$ cat config.mk
export PLATFORM = sky130hd
export DESIGN_NAME = mem_stage_flat
export DESIGN_NICKNAME = d
export VERILOG_FILES = /design/src/rtl/mem_stage_if.sv /design/src/rtl/mem_stage.sv /design/src/flat_wrapper.sv
export SDC_FILE = /design/constraint.sdc
export NUM_CORES = 1
export LEC_CHECK = 0
export CAP_MARGIN = 0
export CORE_MARGIN = 2
export CORE_UTILIZATION = 35
export DETAILED_ROUTE_END_ITERATION = 7
export PLACE_DENSITY = 0.82
export RECOVER_POWER = 100
export SETUP_SLACK_MARGIN = 0.1
export SKIP_LAST_GASP = 1
export SYNTH_ARGS = -nofsm -noshare
export SYNTH_HDL_FRONTEND = slang
export SYNTH_SLANG_ARGS = --single-unit
$ cat constraint.sdc
create_clock -name clk -period 9.9 [get_ports clk]
set_input_delay 1.98 -clock clk [delete_from_list [all_inputs] [get_ports clk]]
set_output_delay 1.98 -clock clk [all_outputs]
set_load 0.03 [all_outputs]
$ cat src/rtl/mem_stage_if.sv
// M-stage bus bundle: X->M operands, data-memory request/ack channel and M->W register outputs.
interface mem_stage_if #(
    parameter int unsigned DATA_W = 32,
    parameter int unsigned CTRL_W = 8
);
    logic              m_valid;
    logic              m_read;
    logic              m_write;
    logic [DATA_W-1:0] m_addr;
    logic [DATA_W-1:0] m_wdata;
    logic [CTRL_W-1:0] m_wctrl;
    logic              stall;
    logic              dmem_req;
    logic              dmem_we;
    logic [DATA_W-1:0] dmem_addr;
    logic [DATA_W-1:0] dmem_wdata;
    logic              dmem_ack;
    logic [DATA_W-1:0] dmem_rdata;
    logic              w_valid;
    logic [CTRL_W-1:0] w_ctrl;
    logic [DATA_W-1:0] w_alu;
    logic [DATA_W-1:0] w_rdata;
    logic [1:0]        w_err;

    modport slave (
        input  m_valid, m_read, m_write, m_addr, m_wdata, m_wctrl,
        input  dmem_ack, dmem_rdata,
        output stall, dmem_req, dmem_we, dmem_addr, dmem_wdata,
        output w_valid, w_ctrl, w_alu, w_rdata, w_err
    );

    modport master (
        output m_valid, m_read, m_write, m_addr, m_wdata, m_wctrl,
        output dmem_ack, dmem_rdata,
        input  stall, dmem_req, dmem_we, dmem_addr, dmem_wdata,
        input  w_valid, w_ctrl, w_alu, w_rdata, w_err
    );
endinterface

$ cat src/rtl/mem_stage.sv
// Pipeline memory stage: single-outstanding load/store on the dmem bus, stalls upstream while waiting.
// Optional watchdog that aborts a hung access with w_err=10: define MEM_TIMEOUT_EN.
module mem_stage #(
    parameter int unsigned DATA_W  = 32,
    parameter int unsigned CTRL_W  = 8,
    parameter int unsigned TIMEOUT = 16
) (
    input  logic        clk,
    input  logic        rst,
    mem_stage_if.slave  io_bus
);
    localparam logic [1:0] ERR_NONE     = 2'b00;
    localparam logic [1:0] ERR_MISALIGN = 2'b01;
    localparam logic [1:0] ERR_TIMEOUT  = 2'b10;

    typedef enum logic {
        ST_IDLE = 1'b0,
        ST_WAIT = 1'b1
    } state_t;

    state_t            r_state;
    state_t            w_state_nxt;

    logic              r_dmem_req;
    logic              r_dmem_we;
    logic [DATA_W-1:0] r_dmem_addr;
    logic [DATA_W-1:0] r_dmem_wdata;
    logic              r_w_valid;
    logic [CTRL_W-1:0] r_w_ctrl;
    logic [DATA_W-1:0] r_w_alu;
    logic [DATA_W-1:0] r_w_rdata;
    logic [1:0]        r_w_err;

    logic              w_stall;
    logic              w_req_nxt;
    logic              w_we_nxt;
    logic [DATA_W-1:0] w_addr_nxt;
    logic [DATA_W-1:0] w_wdata_nxt;
    logic              w_wv_nxt;
    logic [DATA_W-1:0] w_rdata_nxt;
    logic [1:0]        w_err_nxt;

    logic              w_mem_op;
    logic              w_misaligned;
    logic              w_timeout;

    assign w_mem_op     = io_bus.m_valid & (io_bus.m_read | io_bus.m_write);
    assign w_misaligned = |io_bus.m_addr[1:0];

`ifdef MEM_TIMEOUT_EN
    localparam int unsigned CNT_W = (TIMEOUT > 1) ? $clog2(TIMEOUT) : 1;

    logic [CNT_W-1:0] r_cnt;

    // Counts unacknowledged WAIT cycles; held at zero whenever idle.
    always_ff @(posedge clk or posedge rst) begin
        if (rst) begin
            r_cnt <= '0;
        end else if (r_state == ST_IDLE) begin
            r_cnt <= '0;
        end else if (!io_bus.dmem_ack) begin
            r_cnt <= r_cnt + CNT_W'(1);
        end
    end

    assign w_timeout = (r_cnt == CNT_W'(TIMEOUT - 1));
`else
    logic w_unused_timeout;
    assign w_unused_timeout = ^32'(TIMEOUT);
    assign w_timeout        = 1'b0;
`endif

    always_ff @(posedge clk or posedge rst) begin
        if (rst) begin
            r_state <= ST_IDLE;
        end else begin
            r_state <= w_state_nxt;
        end
    end

    // Next state, stall and next values for the request and M->W registers.
    always_comb begin
        w_state_nxt = r_state;
        w_stall     = 1'b0;
        w_req_nxt   = r_dmem_req;
        w_we_nxt    = r_dmem_we;
        w_addr_nxt  = r_dmem_addr;
        w_wdata_nxt = r_dmem_wdata;
        w_wv_nxt    = 1'b0;
        w_rdata_nxt = '0;
        w_err_nxt   = ERR_NONE;

        case (r_state)
            ST_IDLE: begin
                w_req_nxt = 1'b0;
                if (w_mem_op && !w_misaligned) begin
                    w_stall     = 1'b1;
                    w_req_nxt   = 1'b1;
                    w_we_nxt    = io_bus.m_write;
                    w_addr_nxt  = io_bus.m_addr;
                    w_wdata_nxt = io_bus.m_wdata;
                    w_state_nxt = ST_WAIT;
                end else begin
                    w_wv_nxt  = io_bus.m_valid;
                    w_err_nxt = w_mem_op ? ERR_MISALIGN : ERR_NONE;
                end
            end
            ST_WAIT: begin
                if (io_bus.dmem_ack) begin
                    w_wv_nxt    = 1'b1;
                    w_rdata_nxt = r_dmem_we ? '0 : io_bus.dmem_rdata;
                    w_req_nxt   = 1'b0;
                    w_state_nxt = ST_IDLE;
                end else if (w_timeout) begin
                    w_wv_nxt    = 1'b1;
                    w_err_nxt   = ERR_TIMEOUT;
                    w_req_nxt   = 1'b0;
                    w_state_nxt = ST_IDLE;
                end else begin
                    w_stall = 1'b1;
                end
            end
            default: begin
                w_state_nxt = ST_IDLE;
                w_req_nxt   = 1'b0;
            end
        endcase
    end

    // Request channel and M->W pipeline register.
    always_ff @(posedge clk or posedge rst) begin
        if (rst) begin
            r_dmem_req   <= 1'b0;
            r_dmem_we    <= 1'b0;
            r_dmem_addr  <= '0;
            r_dmem_wdata <= '0;
            r_w_valid    <= 1'b0;
            r_w_ctrl     <= '0;
            r_w_alu      <= '0;
            r_w_rdata    <= '0;
            r_w_err      <= ERR_NONE;
        end else begin
            r_dmem_req   <= w_req_nxt;
            r_dmem_we    <= w_we_nxt;
            r_dmem_addr  <= w_addr_nxt;
            r_dmem_wdata <= w_wdata_nxt;
            r_w_valid    <= w_wv_nxt;
            r_w_ctrl     <= io_bus.m_wctrl;
            r_w_alu      <= io_bus.m_addr;
            r_w_rdata    <= w_rdata_nxt;
            r_w_err      <= w_err_nxt;
        end
    end

    assign io_bus.stall      = w_stall;
    assign io_bus.dmem_req   = r_dmem_req;
    assign io_bus.dmem_we    = r_dmem_we;
    assign io_bus.dmem_addr  = r_dmem_addr;
    assign io_bus.dmem_wdata = r_dmem_wdata;
    assign io_bus.w_valid    = r_w_valid;
    assign io_bus.w_ctrl     = r_w_ctrl;
    assign io_bus.w_alu      = r_w_alu;
    assign io_bus.w_rdata    = r_w_rdata;
    assign io_bus.w_err      = r_w_err;

endmodule

$ cat src/flat_wrapper.sv
// flat-port wrapper written by rule: the top's interface ports become plain ports
module mem_stage_flat 
#(
    parameter int unsigned DATA_W  = 32,
    parameter int unsigned CTRL_W  = 8,
    parameter int unsigned TIMEOUT = 16
)
  (clk, rst, io_bus_m_valid, io_bus_m_read, io_bus_m_write, io_bus_m_addr, io_bus_m_wdata, io_bus_m_wctrl, io_bus_dmem_ack, io_bus_dmem_rdata, io_bus_stall, io_bus_dmem_req, io_bus_dmem_we, io_bus_dmem_addr, io_bus_dmem_wdata, io_bus_w_valid, io_bus_w_ctrl, io_bus_w_alu, io_bus_w_rdata, io_bus_w_err);
  mem_stage_if #(.DATA_W(DATA_W), .CTRL_W(CTRL_W)) io_bus_i ();
  input  logic clk;
  input  logic rst;
  input wire logic [$bits(io_bus_i.m_valid)-1:0] io_bus_m_valid;
  input wire logic [$bits(io_bus_i.m_read)-1:0] io_bus_m_read;
  input wire logic [$bits(io_bus_i.m_write)-1:0] io_bus_m_write;
  input wire logic [$bits(io_bus_i.m_addr)-1:0] io_bus_m_addr;
  input wire logic [$bits(io_bus_i.m_wdata)-1:0] io_bus_m_wdata;
  input wire logic [$bits(io_bus_i.m_wctrl)-1:0] io_bus_m_wctrl;
  input wire logic [$bits(io_bus_i.dmem_ack)-1:0] io_bus_dmem_ack;
  input wire logic [$bits(io_bus_i.dmem_rdata)-1:0] io_bus_dmem_rdata;
  output wire logic [$bits(io_bus_i.stall)-1:0] io_bus_stall;
  output wire logic [$bits(io_bus_i.dmem_req)-1:0] io_bus_dmem_req;
  output wire logic [$bits(io_bus_i.dmem_we)-1:0] io_bus_dmem_we;
  output wire logic [$bits(io_bus_i.dmem_addr)-1:0] io_bus_dmem_addr;
  output wire logic [$bits(io_bus_i.dmem_wdata)-1:0] io_bus_dmem_wdata;
  output wire logic [$bits(io_bus_i.w_valid)-1:0] io_bus_w_valid;
  output wire logic [$bits(io_bus_i.w_ctrl)-1:0] io_bus_w_ctrl;
  output wire logic [$bits(io_bus_i.w_alu)-1:0] io_bus_w_alu;
  output wire logic [$bits(io_bus_i.w_rdata)-1:0] io_bus_w_rdata;
  output wire logic [$bits(io_bus_i.w_err)-1:0] io_bus_w_err;
  assign io_bus_i.m_valid = io_bus_m_valid;
  assign io_bus_i.m_read = io_bus_m_read;
  assign io_bus_i.m_write = io_bus_m_write;
  assign io_bus_i.m_addr = io_bus_m_addr;
  assign io_bus_i.m_wdata = io_bus_m_wdata;
  assign io_bus_i.m_wctrl = io_bus_m_wctrl;
  assign io_bus_i.dmem_ack = io_bus_dmem_ack;
  assign io_bus_i.dmem_rdata = io_bus_dmem_rdata;
  assign io_bus_stall = io_bus_i.stall;
  assign io_bus_dmem_req = io_bus_i.dmem_req;
  assign io_bus_dmem_we = io_bus_i.dmem_we;
  assign io_bus_dmem_addr = io_bus_i.dmem_addr;
  assign io_bus_dmem_wdata = io_bus_i.dmem_wdata;
  assign io_bus_w_valid = io_bus_i.w_valid;
  assign io_bus_w_ctrl = io_bus_i.w_ctrl;
  assign io_bus_w_alu = io_bus_i.w_alu;
  assign io_bus_w_rdata = io_bus_i.w_rdata;
  assign io_bus_w_err = io_bus_i.w_err;
  mem_stage #(.DATA_W(DATA_W), .CTRL_W(CTRL_W), .TIMEOUT(TIMEOUT)) u_core (.clk(clk), .rst(rst), .io_bus(io_bus_i));
endmodule
==> summary.txt, run 1 <==
Run status
  – Status: complete, but fails checks
  – Failing checks: max-capacitance violations, max-slew violations

Detailed routing
  – WL met3: 875 µm
  – Iter 0 DRT Violations: 113
  – WL met2: 6053 µm
  – M1 WL: 4423 µm
  – Post-route DRC: 0
  – Final ANT Viol Nets: 0
  – DR WL/cell: 16.42 µm
  – Drt total wl: 11610 µm
  – Via count: 3078
  – Top metal layer carrying routed signals: met4
  – Via-to-Cell Ratio: 4.354
  – First-pass DRT Iterations: 3

Power
  – Pwr Density: 229.2 nW/µm²
  – Peak VDD IR: 0.0001188 V
  – LEAKAGE: roughly 0.0036 µW
  – PnR Total Power: 1820 µW

Layout
  – Register area: 3528 µm²
  – Share of the core filled with cells: 0.6219
  – Fin cells: 707
  – Multi-input logic area: 998.5 µm²
  – Share of cells above drive strength 1: 0.1308
  – Area Overhead vs Synth: 71.78%
  – Diode count: 0
  – Post-layout nets: roughly 630
  – Fill cells: 931

STA
  – Setup_tns: 0 ps
  – Worst Slack Setup Final: approximately 3900 ps
  – Skew final: 5.166 ps
  – Max Clock Freq: 165.9 MHz
  – Crit path time final: 6027 ps
  – Final Cycle Share: 0.6088
  – Hold Vio Cnt, Final: 0
  – Setup-failing EPs final: 0
  – Fin. max-slew vios: 130
  – Worst-margin pin slew: 3653 ps
  – Slew headroom: -1.435
  – RSZ-0062 raised after global routing: no

Clock network
  – CTS tree: done
  – Clk pin slew, worst setup/hold paths: 50 ps
  – Clock H-tree levels: 4
  – Cts bufs inserted: 17
  – Skew-Pair Late Insertion Delay: 400 ps
  – Max Root-Sink Buffers: 2
  – Count of hold-fix buffers inserted at cts: 0
  – Clock sinks: 141
  – Post-cts sizing count: 0
  – Root Driver: clkbuf_16
  – Post-CTS setup repair buffer count: 0

Critical path
  – WP data required: 7920 ps
  – FF-to-FF Start: u_core.r_state
  – First element of the critical path: io_bus_m_addr[1]
  – CP Class: in -> out
  – CP Capture Type: output pin
  – Arr. time, crit path: 4050 ps
  – Startpoint Class: input port
  – CP Max Fanout: 3

Place
  – Port bufs: 250
  – Placer Congestion: 0.7918
  – Detailed Place HPWL: ~8600 µm
  – Placed cell count: between 600 and 700
  – Placement Setup Slack: 4106 ps

Synthesis
  – Adder-Cell Fraction of Synth Area: 0
  – Multiplexer area fraction after synthesis: 0.1534
  – Sequential area share after synthesis: 0.7630
  – Simple-gate share of the synthesized area: 0.06088
  – Cell taking the most area after synthesis: dfrtp_1
  – Mapped Cells: between 200 and 300
  – Commonest cells post-synth: dfrtp_1, mux2_2, and2_1, mux2_1
  – Largest family of logic cells by synthesized area: multiplexers
  – Post-Synth XOR/XNOR Area: 0
  – Synth Area in Compound Gates: 0.004058
  – Distinct cells, synth: 20
  – Synth async-reset ratio: 1.000
  – Synthesized net count: 373
  – Top FF cell, synth: dfrtp_1
  – Yosys top cell area share: 0.7630
  – Largest cells by area after synthesis: dfrtp_1, mux2_2, mux2_1
  – Warning count from the yosys run: 0
  – Synth Area per Inst: 17.58 µm²
  – Post-Syn Area: roughly 4600 µm²
  – Most frequent cell after synthesis: dfrtp_1
  – Number of synthesized flops with an enable pin: 0
  – Number of synthesized register bits: 141

Die
  – Die area: about 14000 µm²
  – Num rows: between 40 and 50
  – I/O Pins: between 200 and 300
  – Core area: 12770 µm²
  – Die Width: 118.9 µm
  – Die Ht: 118.9 µm
  – Initial core utilization: 0.3620

Global route
  – Antenna violations before repair: 0
  – GRT Total Usage: 0.1721
  – Vias in the first global route: 3447
  – Global-route wire length before repair: 18530 µm
  – GR Overflow Total: 0
  – Largest net degree at the start of global routing: around 80

Min path
  – Hold_sp: u_core.io_bus.dmem_addr[31]
  – Hold Crit Class: reg -> reg

Flow run
  – Max Cap Violations: 2
metrics by stage:
stage | hold slack [ps] | area (µm²)
global placement | 467.8 | 7287
finish | 480.3 | 7944
global route | 503.8 | 7944
floorplan | 544.3 | 4624
CTS | 490.7 | 7966
detailed placement | 477.8 | 7287
metal layers:
| metal | global-route usage | vias to the layer above |
|---|---|---|
| met3 | 0.06944 | 22 |
| met2 | 0.2960 | 145 |
| met4 | 0.06920 | 0 |
| li1 | - | 1392 |
| met5 | 0 | - |
| met1 | 0.1895 | 1519 |
cell families after synthesis:
family                 count (synthesis)
other                                  1
AO/OA/AOI/OAI                          3
AND/OR/NAND/NOR                       42
multiplexers                          63
flip-flops                           141
buffers and inverters                 13
power by group:
group | internal (µW) | leakage [µW] | switching, µW | total [µW]
combinational | 178 | 0.00152 | 237 | 415
clock | 492 | 0.000326 | 228 | 720
sequential | 653 | 0.00174 | 32.8 | 686
state kept, by name, indices dropped and copies added, names as in the netlist:
signal and count:
u_core.io_bus.dmem_req 1, u_core.io_bus.w_valid 1, u_core.io_bus.dmem_we 1, u_core.io_bus.dmem_addr 32, u_core.io_bus.w_err 1, u_core.r_state 1, u_core.io_bus.w_alu 32, u_core.io_bus.w_ctrl 8
u_core.io_bus.dmem_wdata 32, u_core.io_bus.w_rdata 32
worst paths after layout:
check / to / slack, ps / cells past startpoint
max: io_bus_stall / 3870 / 5
min: u_core.io_bus.dmem_addr[31] / 480 / 1
min in group asynchronous: u_core.io_bus.w_rdata[18] / 2770 / 2
max in group asynchronous: u_core.io_bus.w_alu[13] / 5170 / 3
min reg2reg: u_core.io_bus.dmem_addr[31] / 480 / 1
max reg2reg: u_core.io_bus.dmem_wdata[19] / 5790 / 3
area by class of cell:
class,count,share of cell area
Sequential cell,141,0.4442
Timing Repair Buffer,252,0.3164
Multi-Input combinational cell,109,0.1257
Clock buffer,21,0.05922
Tap cell,172,0.02709
Clock inverter,10,0.02630
Inverter,2,0.001103
worst max-delay path, stage by stage:
cell and delay (ps):
dlygate4sd3_1 540, or2_0 260, nor4b_1 330, or2_2 200, dlygate4sd3_1 740
cells in the final DEF (no fill, tap or decap), drive strengths merged, types with 2 or more instances in the layout:
cell,instances
clkinvlp,3
and2,32
clkbuf,22
nor2b,3
mux2,63
bufinv,6
clkdlybuf4s50,66
inv,2
dfrtp,141
dlygate4sd3,184
or2,2
o21ai,2
Note: power is estimated with default switching activity, not from simulation.
==> run 2: changes to the inputs <==
PLACE_DENSITY = 0.85   (was 0.82)
clock period = 5.3 ns   (was 9.9 ns; I/O delays follow)
==> run 2 against run 1 <==
- the run still ends with max-capacitance violations, max-slew violations left
- non-clock buffer count unchanged
- combinational power is 86% higher
- clock power increased by 78%
- cell count rose by 0.28%
- global-route usage increased by 0.12 points
- largest cell class unchanged
- total power rose by 83%
- utilization is 0.24 points lower
- routed wire length decreased by 1.0%
- final area is 0.39% lower
- sequential cell count stayed put
==> summary.txt, run 2 (synthesis results as in run 1) <==
Detailed routing
  – Via count: 3107
  – DR WL/cell: 16.21 µm
  – Final ANT Viol Nets: 0
  – Post-route DRC: 0
  – Drt total wl: 11490 µm
  – First-pass DRT Iterations: 4
  – Iter 0 DRT Violations: between 100 and 150
  – Via-to-Cell Ratio: approximately 4.4

Place
  – Port bufs: 250
  – Placer Congestion: approximately 0.8
  – Placed cell count: 676
  – Area after DPL: 7287 µm²
  – Detailed Place HPWL: 8526 µm

Critical path
  – CP Capture Type: output pin
  – WP data required: 4240 ps
  – R2R setup slack: 2480 ps
  – Arr. time, crit path: 3220 ps
  – Reg2Reg Depth: 3
  – FF-to-FF Start: u_core.r_state
  – Startpoint Class: input port
  – CP Max Fanout: 3
  – CP Class: in -> out
  – R2R Path End: u_core.io_bus.dmem_wdata[18]

Global route
  – Vias in the first global route: 3466
  – Largest net degree at the start of global routing: 105
  – GR Overflow Total: 0
  – Global-route wire length before repair: 18540 µm
  – Antenna violations before repair: 1
  – GRT Total Usage: 0.1733

Clock network
  – Skew-Pair Late Insertion Delay: roughly 410 ps
  – Clock H-tree levels: 4
  – CTS tree: done
  – Max Root-Sink Buffers: 2
  – Root Driver: clkbuf_16
  – Cts bufs inserted: 17
  – Clock sinks: 141
  – Clk pin slew, worst setup/hold paths: about 50 ps
  – Count of hold-fix buffers inserted at cts: 0
  – Post-cts sizing count: 0
  – Post-CTS setup repair buffer count: 0

Run status
  – Failing checks: max-capacitance violations, max-slew violations
  – Status: complete, but fails checks

Min path
  – WHS Endpoint: u_core.io_bus.dmem_addr[31]
  – Hold_sp: u_core.io_bus.dmem_addr[31]
  – Hold Crit Class: reg -> reg
  – WHS Path Cells: 1

Die
  – Initial core utilization: 0.3620
  – Die area: 14150 µm²
  – Die Ht: 118.9 µm
  – Core area: 12770 µm²
  – Num rows: just over 40
  – Die Width: 118.9 µm
  – I/O Pins: around 250

Layout
  – Multi-input logic area: 998.5 µm²
  – Final instance area: 7913 µm²
  – Register area: 3528 µm²
  – Area Overhead vs Synth: 71.10%
  – Fill cells: approximately 920
  – Fin cells: 709
  – Most common cell after layout, fill and taps aside: dlygate4sd3_1
  – Share of cells above drive strength 1: 0.1362
  – Post-layout nets: 633
  – Share of the core filled with cells: 0.6195
  – Most frequent cells in the layout: dlygate4sd3_1, dfrtp_1, clkdlybuf4s50_1, mux2_2, mux2_1

STA
  – Crit path time final: 4279 ps
  – Skew final: 4.207 ps
  – Fin. max-slew vios: 172
  – Setup_tns: 0 ps
  – Hold Vio Cnt, Final: 0
  – Final Cycle Share: 0.8074
  – Setup-failing EPs final: 0
  – Worst-margin pin slew: 2127 ps
  – Max Clock Freq: 233.7 MHz
  – Slew headroom: -0.4182
  – RSZ-0062 raised after global routing: no

Power
  – Pwr Density: 420.8 nW/µm²
  – Peak VDD IR: 0.0002556 V
  – LEAKAGE: ~0.0036 µW

Flow run
  – Max Cap Violations: 2
## run 2: cell count changes in the layout (fill, tap and decap cells not counted), moves of 2 or more
cell	previous run	this run
clkbuf_1	2	0
clkinv_2	1	4
clkinvlp_4	2	4
and2_1	16	14
clkbuf_2	0	2
and2_0	16	18
clkbuf_8	3	0
clkinv_4	0	2
## run 2: critical path, stage by stage
cell	delay (ps)
dlygate4sd3_1	560
or2_0	280
nor4b_1	390
or2_2	200
dlygate4sd3_1	740
## run 2: stage by stage
step           hold slack (ps)  setup slack (ps)  power, µW
2_1_floorplan            544.3             458.8       1722
3_3_place_gp             466.6              1444       2124
3_5_place_dp             473.7              1364       2150
4_1_cts                  492.2              1356       3443
5_1_grt                  494.8             953.4       3474
6_report                 480.2              1021       3329
## run 2: cell type report
class	instances	area share
clock buffers	17	0.05376
multi-input cells	109	0.1262
clock inverters	15	0.02767
diodes	1	0.0003163
inverters	2	0.001423
flip-flops and latches	141	0.4459
repair buffers	252	0.3175
well taps	172	0.02720
## run 2: worst max-delay path by stage
stage / start / end / depth (start not counted)
after global placement: io_bus_m_addr[1] / io_bus_stall / 5
after floorplan: rst / u_core.io_bus.dmem_addr[0] / 1
after global routing: io_bus_m_addr[0] / io_bus_stall / 5
final: io_bus_m_addr[1] / io_bus_stall / 5
after CTS: io_bus_m_addr[1] / io_bus_stall / 5
after detailed placement: io_bus_m_addr[1] / io_bus_stall / 5
## run 2: routing by layer
metal,track usage,wire length [µm],part of all wire,up-vias
li1,-,-,-,1397
met1,0.1861,4144,0.36,1535
met2,0.3039,6167,0.54,152
met3,0.06657,867,0.075,23
met4,0.07366,310,0.027,0
met5,0,0,0,-
## run 2: power breakdown
group,internal (µW),switching (µW)
clock network,833,443
registers,1220,62.5
logic,331,439
total,2380,945
